<file path="src/rtl/fifo_poly_drain.sv">
`default_nettype none
// +----------------------------------------------------------------------------+
// | Module      : fifo_poly_drain                                              |
// | Description : Drains a registered-read FIFO into a valid/ready coefficient |
// |               stream with index, last-flag and polynomial counting.       |
// | Revision    : 1.0 - initial release                                        |
// +----------------------------------------------------------------------------+
module fifo_poly_drain #(
    parameter int WIDTH   = 64,
    parameter int N_COEFF = 4096,
    parameter int IDX_W   = $clog2(N_COEFF)
) (
    input  logic             clk,
    input  logic             rst,
    input  logic             drain_en,
    input  logic             fifo_empty,
    output logic             fifo_rd_en,
    input  logic [WIDTH-1:0] fifo_dout,
    output logic             m_valid,
    input  logic             m_ready,
    output logic [WIDTH-1:0] m_data,
    output logic [IDX_W-1:0] m_index,
    output logic             m_last,
    output logic             poly_done,
    output logic [15:0]      poly_count
);

    localparam logic [IDX_W-1:0] c_last_idx = IDX_W'(N_COEFF - 1);

    logic [1:0]       r_occ;
    logic             r_inflight;
    logic [WIDTH-1:0] r_head;
    logic [WIDTH-1:0] r_tail;
    logic             r_valid;
    logic [IDX_W-1:0] r_index;
    logic             r_done;
    logic [15:0]      r_count;

    logic             w_beat;
    logic [2:0]       w_credit;
    logic [2:0]       w_occ_next;
    logic             w_to_head;
    logic             w_rd;

    assign w_beat     = r_valid && m_ready;
    assign w_credit   = {1'b0, r_occ} + {2'b00, r_inflight};
    // A read may be issued into the slot that the current beat frees.
    assign w_rd       = !rst && drain_en && !fifo_empty &&
                        ((w_credit < 3'd2) || ((w_credit == 3'd2) && w_beat));
    assign w_occ_next = {1'b0, r_occ} + {2'b00, r_inflight} - {2'b00, w_beat};
    assign w_to_head  = (r_occ == 2'd0) || ((r_occ == 2'd1) && w_beat);

    always_ff @(posedge clk) begin
        if (rst) begin
            r_occ      <= 2'd0;
            r_inflight <= 1'b0;
            r_head     <= '0;
            r_tail     <= '0;
            r_valid    <= 1'b0;
            r_index    <= '0;
            r_done     <= 1'b0;
            r_count    <= 16'd0;
        end else begin
            r_inflight <= w_rd;
            r_occ      <= w_occ_next[1:0];
            r_valid    <= (w_occ_next != 3'd0);
            if (w_beat && (r_occ == 2'd2)) begin
                r_head <= r_tail;
            end
            if (r_inflight) begin
                if (w_to_head) begin
                    r_head <= fifo_dout;
                end else begin
                    r_tail <= fifo_dout;
                end
            end
            if (w_beat) begin
                r_index <= (r_index == c_last_idx) ? '0 : r_index + IDX_W'(1);
            end
            r_done <= w_beat && m_last;
            if (w_beat && m_last) begin
                r_count <= r_count + 16'd1;
            end
        end
    end

`ifndef SYNTHESIS
    always_ff @(posedge clk) begin
        if (!rst) begin
            assert (w_occ_next <= 3'd2);
        end
    end
`endif

    assign fifo_rd_en = w_rd;
    assign m_valid    = r_valid;
    assign m_data     = r_head;
    assign m_index    = r_index;
    assign m_last     = (r_index == c_last_idx);
    assign poly_done  = r_done;
    assign poly_count = r_count;

endmodule
`default_nettype wire

</file>
<file path="config.mk">
export PLATFORM = sky130hd
export DESIGN_NAME = fifo_poly_drain
export DESIGN_NICKNAME = d
export VERILOG_FILES = /design/src/rtl/fifo_poly_drain.sv
export SDC_FILE = /design/constraint.sdc
export NUM_CORES = 1
export LEC_CHECK = 0
export CAP_MARGIN = 20
export CORE_ASPECT_RATIO = 2
export CORE_MARGIN = 2
export CORE_UTILIZATION = 40
export CTS_CLUSTER_DIAMETER = 120
export DETAILED_ROUTE_END_ITERATION = 10
export PLACE_DENSITY = 0.7
export SLEW_MARGIN = 15
export SYNTH_ARGS = -nofsm -noshare
export SYNTH_HDL_FRONTEND = slang
export SYNTH_SLANG_ARGS = --single-unit
</file>
<file path="constraint.sdc">
create_clock -name clk -period 2.6 [get_ports clk]
set_clock_uncertainty 0.15 [all_clocks]
set_input_delay 0.39 -clock clk [delete_from_list [all_inputs] [get_ports clk]]
set_output_delay 0.39 -clock clk [all_outputs]
set_load 0.01 [all_outputs]
</file>
==> Word level (Yosys, flattened, before mapping) <==
Index checks and enable logic that the tools add are counted.
{ "word_totals": {"regBits": 161, "latch_bits": 0, "ramBits": 0, "mem_bits_ro": 0, "in_bits": 69, "out_inout_bits": 96, "memories": 0} }
{ "op_classes": {"n_addsub": 4, "n_mul": 0, "div_mod_pow": 0, "order_cmp": 1, "eq_ne": 4, "n_shift": 0, "mux": 4, "bitwise_logic": 1, "n_reduce_logical": 15} }
{ "ops": {"columns": ["operator", "n"], "rows": [
  ["two-way mux 64 bit", 3],
  ["adder 16 x 1 -> 16 bit, second input constant", 1],
  ["adder 12 x 1 -> 12 bit, second input constant", 1],
  ["== test 12 bit, second input constant", 1],
  ["two-way mux 12 bit", 1],
  ["logical AND 1 bit", 8],
  ["adder 2 x 1 -> 3 bit", 1],
  ["== test 3 x 2 -> 1 bit, second input constant", 1],
  ["less-than comparator 3 x 2 -> 1 bit, second input constant", 1],
  ["nonzero test 3 bit", 1],
  ["subtractor 3 x 1 -> 3 bit", 1],
  ["== test 2 x 1 -> 1 bit, second input constant", 1],
  ["== test 2 bit, second input constant", 1],
  ["zero test 1 bit", 2],
  ["zero test 2 bit", 1],
  ["logical OR 1 bit", 2],
  ["AND reduction 2 bit", 1],
  ["inverter 1 bit", 1]
]} }

==> Longest topological paths before layout <==
{ "depth": {"word_depth": 5, "mapped_depth": 7, "ltp_nobuf": 7} }

==> Worst setup path after synthesis <==
Ideal clock, no wire load.
{ "synth_timing": {"path_type": "reg2reg", "start": "register r_index[0] (netlist: m_index[0])", "end": "register r_count[15] (netlist: poly_count[15])", "setup_time_ns": 0.121, "arrival_ns": 2.055, "path_slack_ns": 0.275, "stages_incl_launch_ff": 7, "path_buffers": 1, "period_less_slack_ns": 2.325, "cell_sequence": "dfxtp_1 ha_1 nand4_1 or3_1 clkbuf_1 nor4_1 mux2_2"} }
{ "synth_via": {"elab_chain_cells": 2} }
{ "synth_rtl": {"columns": ["element", "line", "rtl"], "rows": [
  ["start: declaration", "35", "logic [IDX_W-1:0] r_index;"],
  ["start signal: assignment", "78", "r_index <= (r_index == c_last_idx) ? '0 : r_index + IDX_W'(1);"],
  ["== test 12 bit", "99", "assign m_last = (r_index == c_last_idx);"],
  ["logical AND 1 bit", "81", "if (w_beat && m_last) begin"],
  ["end signal: assignment", "82", "r_count <= r_count + 16'd1;"],
  ["end: declaration", "37", "logic [15:0] r_count;"]
]} }
No other way between the ends.
A chain may end at the register's enable or synchronous reset.

==> Worst setup path in the final report <==
{ "layout_timing": {"start": "register r_index[9] (netlist: m_index[9])", "end": "output m_last"} }
{ "layout_via": {"elab_chain_cells": 1} }
{ "layout_rtl": {"columns": ["element", "line", "rtl"], "rows": [
  ["== test 12 bit", "99", null],
  ["end: declaration", "23", "output logic m_last,"]
]} }
No other way between the ends.

==> metrics.txt <==
WL/cell=between 15 and 20 um; DRT iter0 DRCs=224; max-cap violations=0; switching share of power=25.9%; setup_tns=0 ns; fin area=0.00918 mm^2; CP top delay family=buffers and inverters; peak supply drop=0.394 mV; Worst-Margin Slew=0.692 ns; share of the cycle needed by the critical path after routing=96.3%; final WL=17900 um; Data arrival, critical path=1.96 ns; Worst EP required=2.06 ns; TritonCTS clock tree=done; postcts setup bufs=0; first-pass GRT wire length=29700 um; CP startpoint=m_index[9]; antenna diode count=0; Max transition margin=53.9%; critical-path cell list=nand4_4, nor4_4, buf_4, clkdlybuf4s50_1; Primary FF master, synth=dfxtp_1; Hold Buf Count CTS=0; CP bufs+invs=2; synth warn=0; synth cell count leaders=dfxtp_1 (161), nand2_1 (142), a21oi_1 (78), nor2_1 (77), a211oi_1 (65); Post-synth EDFFs=0; Via density=approximately 5.2; r2r setup slk=0.27 ns; Residual DRC=0; routability congestion estimate=0.844; Core ar.=0.0162 mm^2; overall routing resource usage=between 20% and 30%; Switch Pwr=1670 uW; largest net degree at the start of global routing=77; Yosys top cell area share=about half; top post-synthesis cells by area=dfxtp_1 (49%), mux2i_1 (9.8%), nand2_1 (8.1%), a211oi_1 (7.5%), a21oi_1 (6.0%); logic gate share of total power=17.2%; Gate Count Post-Synth=around 750; clock transition at the registers of the reported paths=0.06 ns; number of cell rows=66; post-layout min period=2.50 ns; # setup viols final=0; endpoints failing hold=0; Slew Limit Fails=0; crit path kind=reg2out; Syn Area/Cell=8.78 um^2; total I/O pin count=about 170; crit end category=output port; RSZ-0062 raised after global routing=false; CP startpoint kind=flip-flop; most frequent cell after synthesis=dfxtp_1; Crit-path slowest cell=clkdlybuf4s50_1; reg2reg start=m_index[1]; CP endpoint=m_last; Clock power frac=39.7%; #FFs+latches synth=about 160; Reg2Reg Depth=5; status=complete, no violations; Initial Utilization=40.5%; Pint=4770 uW; DR vias=5819; Root Buffer=clkbuf_16; FFs w/ async S/R, synth=0%; die area=0.0175 mm^2; worst r2r dst=poly_count[15]; Skew-Pair Late Insertion Delay=between 0.4 and 0.5 ns; Max Fclk=399 MHz; initial antenna violation count=0; drt first pass iters=4; PD cells=701 mW/mm^2; vias in the first global route=5884; min-delay worst type=in2reg; H-tree levels=4; Leak Pwr=0.00361 uW; Seq/Total Area, Yosys=49.2%; Post-Syn Area=between 0.006 and 0.007 mm^2; dpl hpwl=12500 um; area leader, netlist=dfxtp_1; FILL cells=1495; Inserted Clock Buffers=17; DIE WIDTH=94.5 um; placed inst area=0.00855 mm^2; Seq pwr share=43.1%; Power Total=6440 uW; antenna viol nets, final=0; share of cells above drive strength 1=9.27%; fin nets=981; Clock Sinks=161; syn_nets=around 820; Die Y=185 um; Clock Path Buffers=2; Area Growth Syn to Fin=40.2%; Slowest Stage Delay on Critical Path=0.52 ns; remaining global-route overflow=0; PortBufs=164; WP depth=4; synth unique cells=40; CP Max Fanout=6
routing by layer:
layer / track usage [%] / up-vias / share of wire [%]
met5: 0 / - / 0
met3: 5.17 / 42 / 4.2
met2: 39.5 / 143 / 54
met1: 22.4 / 2717 / 37
met4: 11.0 / 0 / 4.6
li1: - / 2917 / -
power by group through the flow:
stage,combinational (uW),clock (uW),sequential (uW)
2_1_floorplan,469,0,2870
3_3_place_gp,1100,0,2830
3_5_place_dp,1110,0,2830
4_1_cts,1120,2620,2780
5_1_grt,1220,2730,2800
6_report,1110,2550,2780
per-stage QoR:
| stage | hold WS (ns) | utilization (%) | cells | setup WS, ns |
|---|---|---|---|---|
| final | 0.0566 | 56.7 | 1121 | 0.0961 |
| after global routing | 0.0464 | 56.7 | 1121 | 0.00149 |
| after CTS | 0.0479 | 56.6 | 1121 | 0.0139 |
| after detailed placement | 0.297 | 52.9 | 1090 | 0.00131 |
| after global placement | 0.291 | 52.9 | 1090 | 0.0428 |
| after floorplan | 0.286 | - | 746 | 0.275 |
cells by family (layout without fill, tap and decap cells):
kind of cell	Yosys count	in the layout	synth area share, %
XOR/XNOR	10	10	1.34
flip-flops	161	161	49.2
multiplexers	67	67	10.3
AO/OA/AOI/OAI	163	163	15.5
adder cells (fa/ha/maj)	7	7	1.34
buffers and inverters	66	237	4.05
AND/OR/NAND/NOR	272	272	18.2
repair_timing:
item                                    4_1_cts  5_1_grt
pin swaps                                     0        1
gates cloned                                  0        0
endpoints found under the setup margin        2        2
gates resized for setup                       8        6
cells in the final DEF, fill, tap and decap left out, types with 3 or more instances in the layout:
cell type / count
a211oi_1: 65
a21oi_1: 78
buf_12: 6
buf_4: 27
bufinv_16: 3
clkbuf_16: 17
clkdlybuf4s50_1: 162
clkinv_4: 3
dfxtp_1: 156
dfxtp_2: 4
ha_1: 6
inv_1: 10
mux2_2: 3
mux2i_1: 64
nand2_1: 141
nand3_1: 6
nand4_1: 7
nor2_1: 77
nor2b_1: 3
nor3_1: 6
o21ai_0: 4
o31ai_1: 9
or3_1: 5
or4_1: 9
xnor2_1: 4
xor2_1: 6
area by class of cell:
class	instances	area, um^2	share of cell area [%]
multi-input combinational	519	3100	33.8
inverter	10	37.5	0.409
timing repair buffer	196	1950	21.2
clock buffer	20	447	4.87
clock inverter	11	154	1.68
sequential	161	3230	35.2
tap	204	255	2.78
worst min-delay path by stage:
stage / slack (ns) / startpoint / to / cells past startpoint
3_3_place_gp: 0.29 / r_tail[61] / r_tail[61] / 2
6_report: 0.06 / rst / r_inflight / 2
2_1_floorplan: 0.29 / r_tail[0] / r_tail[0] / 2
3_5_place_dp: 0.30 / r_tail[49] / r_tail[49] / 2
5_1_grt: 0.05 / rst / r_inflight / 2
4_1_cts: 0.05 / rst / r_inflight / 2
worst register-to-register path, cell delays in order (launching register included):
cell and delay [ns]:
dfxtp_1 0.38, ha_2 0.23, nand4_1 0.25, or3_1 0.60
nor4_1 0.25, mux2_2 0.37
registers in the layout, summed over array words and instances, names as in the netlist:
register / count
poly_done: 1
m_index: 12
r_inflight: 1
r_tail: 64
m_valid: 1
m_data: 64
poly_count: 16
r_occ: 2
Power figures use the tool's default switching activity.
